### config.mk
export PLATFORM = sky130hd
export DESIGN_NAME = sprite_queue
export DESIGN_NICKNAME = d
export VERILOG_FILES = /design/src/rtl/sprite_queue_pkg.sv /design/src/rtl/sprite_queue_mem.sv /design/src/rtl/sprite_queue.sv
export SDC_FILE = /design/constraint.sdc
export NUM_CORES = 2
export LEC_CHECK = 0
export ABC_CLOCK_PERIOD_IN_PS = 5100
export BUFFER_PORTS_ARGS = -buffer_cell sky130_fd_sc_hd__buf_2
export CORE_ASPECT_RATIO = 0.8
export CORE_UTILIZATION = 50
export DETAILED_ROUTE_END_ITERATION = 16
export PLACE_DENSITY_LB_ADDON = 0.2
export SLEW_MARGIN = 0
export SYNTH_ARGS = -nofsm -noshare
export SYNTH_HDL_FRONTEND = slang
export SYNTH_SLANG_ARGS = --single-unit
### constraint.sdc
create_clock -name clock -period 5.1 [get_ports clock]
set_clock_uncertainty 0.2 [all_clocks]
set_input_delay 1.02 -clock clock [delete_from_list [all_inputs] [get_ports clock]]
set_output_delay 1.02 -clock clock [all_outputs]
set_load 0.01 [all_outputs]
### src/rtl/sprite_queue_pkg.sv
// Shared constants and the sprite command record used by the sprite queue and its storage.
package sprite_queue_pkg;

    localparam int SPRITE_QUEUE_DEPTH = 64;
    localparam int SPRITE_ID_W        = 8;
    localparam int SPRITE_X_W         = 16;
    localparam int SPRITE_Y_W         = 16;
    localparam int SPRITE_SCALE_W     = 8;
    localparam int SPRITE_ENTRY_W     = SPRITE_ID_W + SPRITE_X_W + SPRITE_Y_W + SPRITE_SCALE_W;

    typedef struct packed {
        logic [SPRITE_ID_W-1:0]    id;
        logic [SPRITE_X_W-1:0]     x;
        logic [SPRITE_Y_W-1:0]     y;
        logic [SPRITE_SCALE_W-1:0] scale;
    } sprite_cmd_t;

    // A zero scale would make the sprite vanish downstream, so it is promoted to unity.
    function automatic logic [SPRITE_SCALE_W-1:0] fix_scale(input logic [SPRITE_SCALE_W-1:0] s);
        return (s == '0) ? SPRITE_SCALE_W'(1) : s;
    endfunction

endpackage

### src/rtl/sprite_queue_mem.sv
// Simple dual-port DEPTH x 48 command RAM: one write port, one registered read port.
module sprite_queue_mem
    import sprite_queue_pkg::*;
#(
    parameter int DEPTH = SPRITE_QUEUE_DEPTH
) (
    input  logic                     clock,
    input  logic                     i_wr_en,
    input  logic [$clog2(DEPTH)-1:0] i_wr_addr,
    input  sprite_cmd_t              i_wr_data,
    input  logic                     i_rd_en,
    input  logic [$clog2(DEPTH)-1:0] i_rd_addr,
    output sprite_cmd_t              o_rd_data
);

    sprite_cmd_t r_mem [DEPTH];
    sprite_cmd_t r_rd_data;

    // NOTE: the array and its read register carry no reset so the tools can map them onto block RAM.
    always_ff @(posedge clock) begin
        if (i_wr_en)
            r_mem[i_wr_addr] <= i_wr_data;
        if (i_rd_en)
            r_rd_data <= r_mem[i_rd_addr];
    end

    assign o_rd_data = r_rd_data;

endmodule

### src/rtl/sprite_queue.sv
// Show-ahead FIFO of sprite draw commands between the framebuffer controller and the renderers.
module sprite_queue
    import sprite_queue_pkg::*;
#(
    parameter int DEPTH = SPRITE_QUEUE_DEPTH
) (
    input  logic                        clock,
    input  logic                        reset,
    input  logic                        flush,
    input  logic                        enqueue,
    input  logic [SPRITE_ID_W-1:0]      wr_sprite_id,
    input  logic [SPRITE_X_W-1:0]       wr_sprite_x,
    input  logic [SPRITE_Y_W-1:0]       wr_sprite_y,
    input  logic [SPRITE_SCALE_W-1:0]   wr_sprite_scale,
    output logic                        full,
    output logic [$clog2(DEPTH+1)-1:0]  count,
    input  logic                        sprite_queue_dequeue,
    output logic                        sprite_queue_is_empty,
    output logic [SPRITE_ID_W-1:0]      sprite_queue_sprite_id,
    output logic [SPRITE_X_W-1:0]       sprite_queue_sprite_x,
    output logic [SPRITE_Y_W-1:0]       sprite_queue_sprite_y,
    output logic [SPRITE_SCALE_W-1:0]   sprite_queue_sprite_scale,
    output logic                        overflow,
    output logic                        underflow
);

    localparam int AW = $clog2(DEPTH);
    localparam int CW = $clog2(DEPTH+1);

    logic [CW-1:0] r_count;
    logic [AW-1:0] r_wr_ptr, r_rd_ptr;
    logic          r_full, r_empty, r_overflow, r_underflow;
    logic          r_sel_byp;
    sprite_cmd_t   r_byp;

    sprite_cmd_t   w_wr_data, w_mem_q, w_head;
    logic          w_pop, w_push, w_load_byp, w_rd_en, w_mem_we;
    logic [CW-1:0] w_count_next;

    // NOTE: every always_comb output gets a default first so no path can infer a latch.
    always_comb begin
        w_wr_data       = '0;
        w_wr_data.id    = wr_sprite_id;
        w_wr_data.x     = wr_sprite_x;
        w_wr_data.y     = wr_sprite_y;
        w_wr_data.scale = fix_scale(wr_sprite_scale);

        w_pop        = sprite_queue_dequeue && !r_empty;
        w_push       = enqueue && (!r_full || w_pop);
        w_count_next = r_count + CW'(w_push) - CW'(w_pop);

        // The new entry becomes the head directly when nothing older would sit in front of it.
        w_load_byp = w_push && (r_empty || (w_pop && r_count == CW'(1)));
        w_rd_en    = w_pop && (r_count > CW'(1)) && !flush && !reset;
        w_mem_we   = w_push && !flush && !reset;
    end

    sprite_queue_mem #(.DEPTH(DEPTH)) u_mem (
        .clock     (clock),
        .i_wr_en   (w_mem_we),
        .i_wr_addr (r_wr_ptr),
        .i_wr_data (w_wr_data),
        .i_rd_en   (w_rd_en),
        .i_rd_addr (r_rd_ptr + AW'(1)),
        .o_rd_data (w_mem_q)
    );

    // NOTE: sequential state uses non-blocking assignments so every register samples pre-edge values.
    always_ff @(posedge clock) begin
        if (reset) begin
            r_count     <= '0;
            r_wr_ptr    <= '0;
            r_rd_ptr    <= '0;
            r_full      <= 1'b0;
            r_empty     <= 1'b1;
            r_overflow  <= 1'b0;
            r_underflow <= 1'b0;
            r_sel_byp   <= 1'b1;
            r_byp       <= '0;
        end else if (flush) begin
            r_count  <= '0;
            r_wr_ptr <= '0;
            r_rd_ptr <= '0;
            r_full   <= 1'b0;
            r_empty  <= 1'b1;
        end else begin
            r_count  <= w_count_next;
            r_wr_ptr <= r_wr_ptr + AW'(w_push);
            r_rd_ptr <= r_rd_ptr + AW'(w_pop);
            r_full   <= (w_count_next == CW'(DEPTH));
            r_empty  <= (w_count_next == '0);
            if (enqueue && !w_push)
                r_overflow <= 1'b1;
            if (sprite_queue_dequeue && r_empty)
                r_underflow <= 1'b1;
            if (w_load_byp) begin
                r_sel_byp <= 1'b1;
                r_byp     <= w_wr_data;
            end else if (w_rd_en) begin
                r_sel_byp <= 1'b0;
            end
        end
    end

    // Both mux inputs and the select are registers, so no input reaches an output combinationally.
    assign w_head = r_sel_byp ? r_byp : w_mem_q;

    assign full                      = r_full;
    assign count                     = r_count;
    assign sprite_queue_is_empty     = r_empty;
    assign sprite_queue_sprite_id    = w_head.id;
    assign sprite_queue_sprite_x     = w_head.x;
    assign sprite_queue_sprite_y     = w_head.y;
    assign sprite_queue_sprite_scale = w_head.scale;
    assign overflow                  = r_overflow;
    assign underflow                 = r_underflow;

endmodule

# After elaboration in Yosys (flattened, before gate mapping)
# Memories as Yosys holds them, arrays and structs flattened. A register that Yosys moved wholly into a read port is not among the register bits.
# Index checks and enable logic that the tools add are counted.
dict set report word_totals {
  ramBits 3072
  out_inout_bits 59
  input_bits 53
  register_bits 72
  memories 1
  elab_cells 54
}
# name words word_bits rd rd_ports_with_merged_regs write_ports line_no
set mem_list {}
lappend mem_list {u_mem.r_mem 64 48 1 1 1 sprite_queue_mem.sv:16} ;# sprite_cmd_t r_mem [DEPTH];
dict set report classes {
  n_lt_le_gt_ge 1
  eq_ne 2
  muxes 6
  reduce_logical 26
  n_bitwise 1
  add_sub_neg 5
}
# op n
set ops {}
lappend ops {{2-to-1 mux 48 bit} 1}
lappend ops {{adder 6 x 1 -> 6 bit} 2}
lappend ops {{logical AND 1 bit} 11}
lappend ops {{zero test 8 bit} 1}
lappend ops {{2-to-1 mux 8 bit} 1}
lappend ops {{AND reduction 2 bit} 4}
lappend ops {{adder 7 x 1 -> 7 bit} 1}
lappend ops {{== test 7 x 1 -> 1 bit, second input constant} 1}
lappend ops {{== test 7 bit, second input constant} 1}
lappend ops {{> comparator 7 x 1 -> 1 bit, second input constant} 1}
lappend ops {{zero test 7 bit} 1}
lappend ops {{subtractor 7 x 1 -> 7 bit} 1}
lappend ops {{adder 6 x 1 -> 6 bit, second input constant} 1}
lappend ops {{zero test 1 bit} 5}
lappend ops {{2-to-1 mux 1 bit} 4}
lappend ops {{logical OR 1 bit} 2}
lappend ops {{nonzero test 2 bit} 1}
lappend ops {{OR reduction 2 bit} 1}
lappend ops {{NOT 1 bit} 1}

# Depth between registers and ports, before layout
dict set report depth {
  ltp_word 8
  ltp_mapped 13
  depth_no_buf 13
}

# Modules after synthesis
# From an unflattened synthesis, not the netlist that was laid out.
dict set report unflattened {
  hier_cells 5402
  hier_area_um2 121263.8
}
# module instances area_each_um2 cells_each seq_area_each_um2
set by_module_without_submodules {}
lappend by_module_without_submodules {sprite_queue_mem 1 117597.8 4970 93689.9}
lappend by_module_without_submodules {sprite_queue 1 3666.0 432 1441.4}

# Worst setup path before layout
# OpenSTA, ideal clock, no wires.
dict set report synth_timing {
  path_kind {input to register}
  from {input reset}
  to {memory u_mem.r_mem[62][0] in the netlist's numbering (enable)}
  n_path_buf 1
  path_stages 6
  path_slack_ps 490
  t_arrival_ps 3956
  required_ps 4446
  setup_ps 454
  cell_sequence {clkbuf_1 inv_1 nand2_1 nor3_1 nand3_1 nor2_1}
}
dict set report synth_via {
  elab_chain_len 4
}
# item line_no
set synth_lines {}
lappend synth_lines {{start: declaration} sprite_queue.sv:8} ;# input logic reset,
lappend synth_lines {{zero test 1 bit} sprite_queue.sv:55} ;# w_mem_we = w_push && !flush && !reset;
lappend synth_lines {{logical AND 1 bit} sprite_queue.sv:55}
lappend synth_lines {{2-to-1 mux 1 bit} sprite_queue_mem.sv:21} ;# if (i_wr_en)
lappend synth_lines {{2-to-1 mux 1 bit (implied by the code)} sprite_queue_mem.sv:22} ;# r_mem[i_wr_addr] <= i_wr_data;
lappend synth_lines {{end: declaration} sprite_queue_mem.sv:16}
# No other way between the ends.

# Worst setup path in the final report
dict set report layout_timing {
  from {register r_rd_ptr[0]}
  to {register u_mem.o_rd_data[3] (netlist name)}
}
dict set report layout_via {
  elab_chain_len 1
}
# item line_no
set layout_lines {}
lappend layout_lines {{start: declaration} sprite_queue.sv:31} ;# logic [AW-1:0] r_wr_ptr, r_rd_ptr;
lappend layout_lines {{start signal: assignment} sprite_queue.sv:89} ;# r_rd_ptr <= r_rd_ptr + AW'(w_pop);
lappend layout_lines {{adder 6 x 1 -> 6 bit} sprite_queue.sv:64} ;# .i_rd_addr (r_rd_ptr + AW'(1)),
# No other way between the ends.
# A chain may end at the register's enable or synchronous reset.

==> flow_results.org <==
** Clocking
- Post-CTS Setup Bufs :: 0
- CTS H-tree lvls :: 5
- Clock tree from TritonCTS :: built
- Cell at the root of the clock tree :: sky130_fd_sc_hd__clkbuf_16
- Deepest clock path buffer count :: 4
- Post-CTS repair changed the size of 0 cells.
- For this design, the sink count on the clock tree is about 3200.
- The clock reaches the later pin of the worst-skew pair after between 0.8 and 0.9 ns.
- Worst-path clk slew :: 0.06 ns
- Number of buffers added to fix hold violations after cts :: 0
- Number of buffers inserted during clock tree synthesis :: between 300 and 400

** Power
- Fraction of power consumed by combinational cells :: 3.1%
- Seq pwr share :: between 50% and 60%
- The internal power of the cells totals 41.9 mW.
- The clock network is responsible for 41.9% of the overall power.
- For this design the static power due to leakage is between 40 and 50 nW.
- Total power divided by cell area :: 380 nW/um^2
- Switching share of power :: between 20% and 30%
- Max VDD drop :: 0.297 mV
- Summed over all nets, the switching power comes to about 11 mW.

** Die
- Initial core utilization :: between 50% and 60%
- Pin placement for this block handled 112 I/O pins.
- The die is about 550 um wide.
- Area of the core region :: 242000 sq um
- The floorplan step defined a die boundary enclosing roughly 250000 sq um.
- Vert. Die Dim :: 444 um
- Count of standard-cell rows :: 161

** Layout
- Share of final-layout standard cells stronger than drive strength 1 :: between 30 and 40%
- Once layout is complete, the utilization of the core stands at between 50% and 60%.
- Number of diodes :: 0
- Area delta synth->final :: 13.3%
- Number of nets in the layout :: approximately 5800

** Logic synthesis
- Cell types with the largest area share after synthesis :: sky130_fd_sc_hd__edfxtp_1 77%, sky130_fd_sc_hd__mux4_2 16%, sky130_fd_sc_hd__dfxtp_1 1.2%
- Unique cell type count in the Yosys netlist :: 45
- Mean Syn Cell Area :: roughly 23 sq um
- Synthesized net count :: about 5500
- Yosys instantiated no cell more often than sky130_fd_sc_hd__edfxtp_1.
- Register area share after synthesis :: approximately 78%
- In this run the cell area of the synthesized design comes to between 100000 and 150000 sq um.
- Async SR Flop Fraction :: 0%
- During synthesis, Yosys emitted a total of 0 warnings.
- Most instantiated cells after synthesis :: 3120 x sky130_fd_sc_hd__edfxtp_1, 864 x sky130_fd_sc_hd__mux4_2, 304 x sky130_fd_sc_hd__nand2_1
- The largest total area in the synthesized netlist belongs to sky130_fd_sc_hd__edfxtp_1.
- The synthesized design contains approximately 3200 register bits.
- The cell count after synthesis came out at between 5000 and 6000.
- Number of flops mapped to enable cells by yosys :: 3120
- Most common flop cell mapped by yosys :: sky130_fd_sc_hd__edfxtp_1
- The share of synthesized area in the top cell type comes to between 70% and 80%.

** Timing
- Unrepaired setup endpoints after global routing :: no
- The worst path uses between 80% and 90% of the clock period.
- Post-layout minimum cycle time :: around 4.1 ns
- Slew at the pin with the worst max-slew slack :: 1.27 ns
- Number of pins with negative max-slew slack in the final report :: 0
- Hold Violations, Final :: 0
- Headroom to the max-slew limit came out at roughly 15%.
- Summed over all failing endpoints, the final setup total negative slack is 0 ns.
- Static timing analysis puts the maximum clock frequency at approximately 240 MHz.
- Setup violations, final :: 0

** Setup path
- The worst setup path is launched from a flop.
- Critical path capture point type :: flop
- Worst Path Required :: about 5.5 ns
- Critical Path AT :: 4.52 ns
- The critical path is of the flop to flop type.
- Largest fanout of any net on the critical path :: 42

** Global route
- Summed over all layers, the global routing overflow is 0.
- The number of global-route vias before repair came to 58800.
- Largest net degree at the start of global routing :: 92
- The initial antenna violation count was 9.
- Across every metal layer, demand over resource in global routing totals 26.8%.
- The first global-routing pass estimated between 400 and 500 mm of wire.

** Route
- Dividing the detail-routed wire length by the instance count gives 35.9 um.
- After detailed routing, the number of remaining DRC violations is 0.
- Post-detailed-route via-to-cell ratio :: between 6 and 7
- For this block, the initial DRC count from the detailed router was 8031.
- Summing over every cut layer, the via total after detailed routing is around 60000.
- Aggregate routed wire length :: around 330 mm
- The pre-antenna-repair detailed-routing pass consisted of 6 iterations.
- Residual antenna-violating net count after detailed routing :: 0

** Place
- The HPWL after detailed placement is 177 mm.
- Routability-driven placement finished with a final weighted congestion of a little under 0.8.
- Port buffer count :: approximately 110

** Worst hold path
- Worst min-delay path class :: primary input to flop

** Run status
- Run status :: complete, no violations

** Job
- Number of maximum-capacitance violations :: 0
kinds of logic after synthesis:
logic type / synth area share [%]
AND/OR/NAND/NOR: 1.84
AO/OA/AOI/OAI: 1.36
buffers and inverters: 1.20
multiplexers: 17.2
adder cells (fa/ha/maj): 0.222
XOR/XNOR: 0.115
flip-flops: 78.0
critical path, stage by stage (launching register included):
cell	delay, ns
sky130_fd_sc_hd__dfxtp_4	0.70
sky130_fd_sc_hd__ha_4	0.47
sky130_fd_sc_hd__buf_12	0.32
sky130_fd_sc_hd__buf_12	0.29
sky130_fd_sc_hd__mux4_2	0.36
sky130_fd_sc_hd__mux2_2	0.29
sky130_fd_sc_hd__o21ai_1	0.13
sky130_fd_sc_hd__a21oi_1	0.07
sky130_fd_sc_hd__nor4_1	0.85
sky130_fd_sc_hd__nor2_1	0.11
metal layers:
metal | vias up | track usage [%] | wire [um] | share of wire (%)
li1 | 23500 | - | - | -
met1 | 32800 | 40.5 | 137000 | 42
met2 | 3063 | 41.1 | 154000 | 47
met3 | 475 | 4.04 | 28800 | 8.7
met4 | 0 | 7.99 | 9960 | 3.0
met5 | - | 0 | 0 | 0
through the flow:
stage	std cells	worst slack [ns]	hold WS, ns	total power [mW]	instance area, sq um
after detailed placement	8639	0.815	0.244	31.1	129000
final	9190	0.951	0.232	52.6	138000
after CTS	9190	0.818	0.185	52.9	138000
after global routing	9190	0.803	0.228	53.9	138000
after floorplan	5405	0.490	0.233	30.4	122000
after global placement	8639	0.852	0.238	31.1	129000
power by group through the flow:
stage | clock (mW) | combinational [mW] | sequential [mW]
floorplan | 0 | 0.941 | 29.4
global placement | 0 | 1.64 | 29.4
detailed placement | 0 | 1.67 | 29.4
CTS | 22.4 | 1.67 | 28.9
global route | 23.3 | 1.78 | 28.9
finish | 22.0 | 1.65 | 28.9
flip-flops by register name, indices dropped and copies added (netlist names):
signal	count
r_sel_byp	1
u_mem.o_rd_data	48
overflow	1
full	1
underflow	1
r_byp	48
r_wr_ptr	6
count	7
u_mem.r_mem	3072
sprite_queue_is_empty	1
r_rd_ptr	6
cell usage in the layout (no fill, tap or decap), types with 17 or more instances in the layout:
master,netlist,layout
sky130_fd_sc_hd__nor2_1,132,68
sky130_fd_sc_hd__bufinv_16,0,17
sky130_fd_sc_hd__clkinv_2,0,51
sky130_fd_sc_hd__a21oi_1,198,197
sky130_fd_sc_hd__buf_12,0,83
sky130_fd_sc_hd__mux2_2,97,97
sky130_fd_sc_hd__inv_1,19,19
sky130_fd_sc_hd__clkinv_1,0,68
sky130_fd_sc_hd__dfxtp_1,72,70
sky130_fd_sc_hd__nor2_4,0,64
sky130_fd_sc_hd__buf_2,115,110
sky130_fd_sc_hd__clkbuf_16,0,318
sky130_fd_sc_hd__o22ai_1,49,49
sky130_fd_sc_hd__mux2i_1,48,48
sky130_fd_sc_hd__nor4_1,50,50
sky130_fd_sc_hd__o21ai_1,48,48
sky130_fd_sc_hd__nand2_1,304,303
sky130_fd_sc_hd__clkbuf_1,140,69
sky130_fd_sc_hd__ha_1,20,19
sky130_fd_sc_hd__buf_4,18,165
sky130_fd_sc_hd__edfxtp_1,3120,3120
sky130_fd_sc_hd__mux4_2,864,864
worst paths after layout:
kind                        start            endpoint  slack (ns)  cells past startpoint
max reg2reg           r_rd_ptr[0]  u_mem.o_rd_data[3]        0.95                      9
max                   r_rd_ptr[0]  u_mem.o_rd_data[3]        0.95                      9
min reg2reg             r_byp[33]           r_byp[33]        0.25                      2
min          sprite_queue_dequeue           underflow        0.23                      3
final cells by class:
cell class	instances	area (sq um)
clock buffer	394	8310
clock inverter	157	1270
fill	17400	103000
inverter	19	71.3
multi-input combinational	1892	26000
sequential	3192	95100
tap	3178	3980
timing repair buffer	358	3450
No activity file was read; power rests on OpenSTA's default activity.
